<file path="src/rtl/d_cache_pkg.sv">
`default_nettype none
// =============================================================================
// d_cache_pkg : shared line geometry and FSM encoding for d_cache.  Rev 1.0
// =============================================================================
package d_cache_pkg;

  localparam int LINE_WORDS = 4;
  localparam int WORD_BITS  = 32;
  localparam int LINE_BITS  = 128;

  typedef enum logic [1:0] {
    ST_IDLE      = 2'd0,
    ST_WRITEBACK = 2'd1,
    ST_ALLOCATE  = 2'd2
  } state_t;

endpackage
`default_nettype wire

</file>
<file path="src/rtl/d_cache.sv">
`default_nettype none
// =============================================================================
// d_cache : direct-mapped write-back, write-allocate data cache, 4-word lines.
// Optional macro D_CACHE_PERF_EN adds hit_cnt/miss_cnt outputs.  Rev 1.0
// =============================================================================
module d_cache
  import d_cache_pkg::*;
#(
  parameter int NUM_LINES = 8
) (
  input  logic                 clk,
  input  logic                 rst_n,
  input  logic                 proc_ren,
  input  logic                 proc_wen,
  input  logic [29:0]          proc_addr,
  input  logic [31:0]          proc_wdata,
  output logic [31:0]          proc_rdata,
  output logic                 proc_stall,
  output logic                 mem_read,
  output logic                 mem_write,
  output logic [27:0]          mem_addr,
  output logic [LINE_BITS-1:0] mem_wdata,
  input  logic [LINE_BITS-1:0] mem_rdata,
  input  logic                 mem_ready
`ifdef D_CACHE_PERF_EN
  ,
  output logic [31:0]          hit_cnt,
  output logic [31:0]          miss_cnt
`endif
);

  localparam int IW = $clog2(NUM_LINES);
  localparam int TW = 28 - IW;

  state_t                 r_state;
  state_t                 w_state_nxt;
  logic [NUM_LINES-1:0]   r_valid;
  logic [NUM_LINES-1:0]   r_dirty;
  logic [TW-1:0]          r_tag  [NUM_LINES];
  logic [LINE_BITS-1:0]   r_data [NUM_LINES];

  logic [1:0]             w_off;
  logic [IW-1:0]          w_index;
  logic [TW-1:0]          w_tag;
  logic                   w_req;
  logic                   w_hit;
  logic                   w_wr_hit;
  logic                   w_fill;
  logic [LINE_BITS-1:0]   w_line;

  assign w_off    = proc_addr[1:0];
  assign w_index  = proc_addr[IW+1:2];
  assign w_tag    = proc_addr[29:IW+2];
  assign w_req    = proc_ren | proc_wen;
  assign w_hit    = r_valid[w_index] && (r_tag[w_index] == w_tag);
  assign w_line   = r_data[w_index];
  // A simultaneous read+write request is handled purely as a write.
  assign w_wr_hit = (r_state == ST_IDLE) && proc_wen && w_hit;
  assign w_fill   = (r_state == ST_ALLOCATE) && mem_ready;

  assign proc_rdata = w_line[{w_off, 5'd0} +: WORD_BITS];

  always_ff @(posedge clk) begin
    if (!rst_n) begin
      r_state <= ST_IDLE;
      r_valid <= '0;
      r_dirty <= '0;
    end else begin
      r_state <= w_state_nxt;
      if (w_wr_hit) begin
        r_dirty[w_index] <= 1'b1;
      end else if (w_fill) begin
        r_valid[w_index] <= 1'b1;
        r_dirty[w_index] <= 1'b0;
      end
    end
  end

  always_ff @(posedge clk) begin
    if (rst_n) begin
      if (w_wr_hit) begin
        r_data[w_index][{w_off, 5'd0} +: WORD_BITS] <= proc_wdata;
      end else if (w_fill) begin
        r_data[w_index] <= mem_rdata;
        r_tag[w_index]  <= w_tag;
      end
    end
  end

  always_comb begin
    w_state_nxt = r_state;
    proc_stall  = 1'b0;
    mem_read    = 1'b0;
    mem_write   = 1'b0;
    mem_addr    = proc_addr[29:2];
    mem_wdata   = w_line;
    case (r_state)
      ST_IDLE: begin
        if (w_req && !w_hit) begin
          proc_stall  = 1'b1;
          w_state_nxt = (r_valid[w_index] && r_dirty[w_index]) ? ST_WRITEBACK : ST_ALLOCATE;
        end
      end
      ST_WRITEBACK: begin
        proc_stall = 1'b1;
        mem_write  = 1'b1;
        mem_addr   = {r_tag[w_index], w_index};
        if (mem_ready) begin
          w_state_nxt = ST_ALLOCATE;
        end
      end
      ST_ALLOCATE: begin
        proc_stall = 1'b1;
        mem_read   = 1'b1;
        if (mem_ready) begin
          w_state_nxt = ST_IDLE;
        end
      end
      default: begin
        w_state_nxt = ST_IDLE;
      end
    endcase
  end

`ifdef D_CACHE_PERF_EN
  logic        r_refilled;
  logic [31:0] r_hit_cnt;
  logic [31:0] r_miss_cnt;

  // The completion right after a refill is the tail of a miss, not a hit.
  always_ff @(posedge clk) begin
    if (!rst_n) begin
      r_refilled <= 1'b0;
      r_hit_cnt  <= '0;
      r_miss_cnt <= '0;
    end else begin
      r_refilled <= w_fill;
      if (r_state == ST_IDLE && w_req) begin
        if (!w_hit) begin
          r_miss_cnt <= r_miss_cnt + 32'd1;
        end else if (!r_refilled) begin
          r_hit_cnt <= r_hit_cnt + 32'd1;
        end
      end
    end
  end

  assign hit_cnt  = r_hit_cnt;
  assign miss_cnt = r_miss_cnt;
`endif

endmodule
`default_nettype wire

</file>
<file path="config.mk">
export PLATFORM = sky130hd
export DESIGN_NAME = d_cache
export DESIGN_NICKNAME = d
export VERILOG_FILES = /design/src/rtl/d_cache_pkg.sv /design/src/rtl/d_cache.sv
export SDC_FILE = /design/constraint.sdc
export NUM_CORES = 1
export LEC_CHECK = 0
export CORE_ASPECT_RATIO = 1.4
export CORE_MARGIN = 2
export CORE_UTILIZATION = 60
export DETAILED_ROUTE_END_ITERATION = 8
export HOLD_SLACK_MARGIN = 0.12
export PLACE_DENSITY_LB_ADDON = 0.08
export SYNTH_ARGS = -nofsm -noshare
export SYNTH_HDL_FRONTEND = slang
export SYNTH_SLANG_ARGS = --single-unit
</file>
<file path="constraint.sdc">
create_clock -name clk -period 13.4 [get_ports clk]
set_input_delay 2.68 -clock clk [delete_from_list [all_inputs] [get_ports clk]]
set_output_delay 2.68 -clock clk [all_outputs]
set_load 0.05 [all_outputs]
</file>
==> reports/qor.yml <==
power:
  p_int_w: 0.006513
  p_comb_frac: 0.109
  pwr-share-seq: 0.502
  swShare: 0.2399
  leakagePower_nw: 21.12
  irDropWorstVdd_mv: 0.1262
  clkPwrFrac: 0.389
  switching_power_w: 0.002056
  p_per_area_nw_per_um2: 144.2
critical_path:
  crit_buf_inv: 4
  critPathArrivalTime_ps: 7650
  path_class: "in -> out"
  crit_path_frequent_cell: "buf_4"
  cp_slowest_stage_delay_ps: 1220
  cp-startpoint: "proc_addr[3]"
  setup.worst_path.end_class: "output pin"
  cp.required_ps: 10720
  cp_cell_sequence: "buf_6, buf_4, nand2b_1, nor2_4, buf_4, a222oi_1, o21ai_0, clkdlybuf4s50_1"
  critPathTopFamily: "buffers and inverters"
  slowest_stage: "clkdlybuf4s50_1"
  start_kind: "input pin"
  worstReg2RegStart: "r_tag[3][7]"
  critPathMaxFanout: 63
clock_network:
  post_cts_buffers: 0
  clk_pin_slew_ps: 70
  clk_path_buf_depth: 3
  cts_hold_buf: 0
  cts_resized: 0
  root_buffer: "clkbuf_16"
  cts_buffers: 110
  clock_latency_ps: 700
  cts_sinks: 1242
  cts_tree: "done"
  htree_levels: 3
global_routing:
  grt_pass1_wl_um: 237100
  track_usage: 0.4021
  grt-ovfl-total: 0
  first_global_vias: 31532
  use_met1: 0.5090
  grt_max_degree: 97
  grt_use_met2: 0.6205
  antenna_found_initial: 6
  grt.busiest_layer: "met2"
  grt.met3_usage: 0.08858
floorplanning:
  die-height_um: 345.9
  core-area_sq_um: 82890
  initial_core_util: 0.6045
  die_w_um: 248.2
  ios: 386
  rows: 125
  die_area_sq_um: 85880
sta:
  worst_slew_pin_slew_ps: 1583
  fin_crit_ps: 10330
  grt_setup_unrepaired: "no"
  final-max-slew-violation-count: 4
  skew_ps: 27.21
  setup_violations: 0
  fmax_ghz: 0.09679
  tns_ps: 0
  fin_crit_sh: 0.7710
  maxSlewHeadroom: -0.06675
  hold_viol_final: 0
worst_hold_path:
  hold_start: "r_valid[0]"
  min_path_type: "reg -> reg"
finish:
  fin_cells: 4635
  regArea_sq_um: 37120
  fillers: 5227
  fin_util: 0.7170
  multi_input_area_sq_um: 12020
  drive_above_1_share: 0.1289
  nets: 3664
  syn_to_final_growth_pct: 18.60
synthesis:
  synth_area_leaders: "edfxtp_1 (73%), mux2i_1 (5.4%), a22oi_1 (3.1%)"
  async_reset_ff_frac: 0
  synth_seq_cells: 1242
  synth_top_area_frac: 0.7335
  synth_area_sq_um: 50110
  synth_edf_count: 1224
  synth_commonest_cells: "edfxtp_1 (1224), mux2i_1 (271), nand2_1 (213)"
  syn-num-nets: 3272
  synth-main-ff-cell: "edfxtp_1"
  syn_avg_cell_area_sq_um: 16.33
  synth_top_area_cell: "edfxtp_1"
  synth.most_common_cell: "edfxtp_1"
  synthCells: 3068
  synth_warnings: 0
  ys_seq_area_frac: 0.7407
  synth.distinct_cells: 62
detailed_routing:
  ant_nets: 0
  routedWlPerCell_um: 37.31
  drt_wl_total_um: 172900
  drc: 0
  drt_iter0_markers: 5236
  drt_pass1_iterations: 6
  dr_total_vias: 32560
  viasPerCell: 7.025
place:
  dp_hpwl_um: 108200
  place_congestion: 0.9570
  dpl.cell_count: 4427
  port_buffers: 385
outcome:
  violations: "max-capacitance violations, max-slew violations"
  outcome: "finished with violations"
job:
  drv_cap: 1
## logic make-up after synthesis
logic type	after synthesis	synth area share
adders and majority gates	9	0.002247
xor gates and xnor gates	13	0.002272
AOI/OAI and AO/OA	624	0.08914
buffers and inverters	338	0.02919
and+or+nand+nor	444	0.03960
DFF	1242	0.7407
muxes	398	0.09690
## state kept, by name, indices dropped and copies added (netlist names), named ones only
signal and cells:
r_state 2, r_tag 200, r_data 1024, r_valid 8
## power groups by stage
| stage | sequential, W | clock (W) | combinational, W |
|---|---|---|---|
| final | 0.00431 | 0.00333 | 0.000932 |
| after global routing | 0.00430 | 0.00347 | 0.000951 |
| after CTS | 0.00431 | 0.00334 | 0.000916 |
| after detailed placement | 0.00439 | 0 | 0.000910 |
| after global placement | 0.00439 | 0 | 0.000902 |
| after floorplan | 0.00439 | 0 | 0.000496 |
## tightest hold or removal path, stage by stage (launching register included)
cell	delay, ps
dfxtp_1	330
nand2_1	50
o21ai_0	60
## layer usage
layer / vias to the layer above / share of wire
li1: 12949 / -
met1: 16167 / 0.32
met2: 2843 / 0.47
met3: 591 / 0.13
met4: 10 / 0.084
met5: - / 0.00054
## cell type report
cell class                      instances  area share
Tap cell                             1079     0.02272
Clock buffer                          125     0.04815
Inverter                              142    0.008989
Multi-Input combinational cell       1488      0.2022
Timing Repair Buffer                  476     0.07760
Clock inverter                         79     0.01568
Antenna cell                            4   0.0001684
Sequential cell                      1242      0.6245
## final timing paths
| path | endpoint | slack, ps | depth (start not counted) |
|---|---|---|---|
| min reg2reg | r_valid[0] | 460 | 2 |
| max reg2reg | r_data[3][38] | 7390 | 9 |
| min | r_valid[0] | 460 | 2 |
| max | mem_wdata[113] | 3070 | 8 |
## metrics by stage
stage | hold slack, ps | worst slack [ps] | total power [W] | cell area (sq um)
2_1_floorplan | 417.0 | 4353 | 0.004884 | 50110
3_3_place_gp | 430.9 | 3324 | 0.005289 | 55630
3_5_place_dp | 442.9 | 3195 | 0.005299 | 55630
4_1_cts | 458.0 | 3186 | 0.008556 | 59420
5_1_grt | 482.0 | 3056 | 0.008721 | 59420
6_report | 462.2 | 3069 | 0.008568 | 59430
## layout by cell type, fill, tap and decap left out, types with 80 or more instances in the layout
master / instances
edfxtp_1: 1224
clkdlybuf4s50_1: 380
mux2i_1: 271
nand2_1: 213
a22oi_1: 207
inv_1: 139
clkbuf_16: 112
a21oi_1: 92
buf_4: 86
nor2_1: 80
Note: power is estimated with default switching activity, not from simulation.
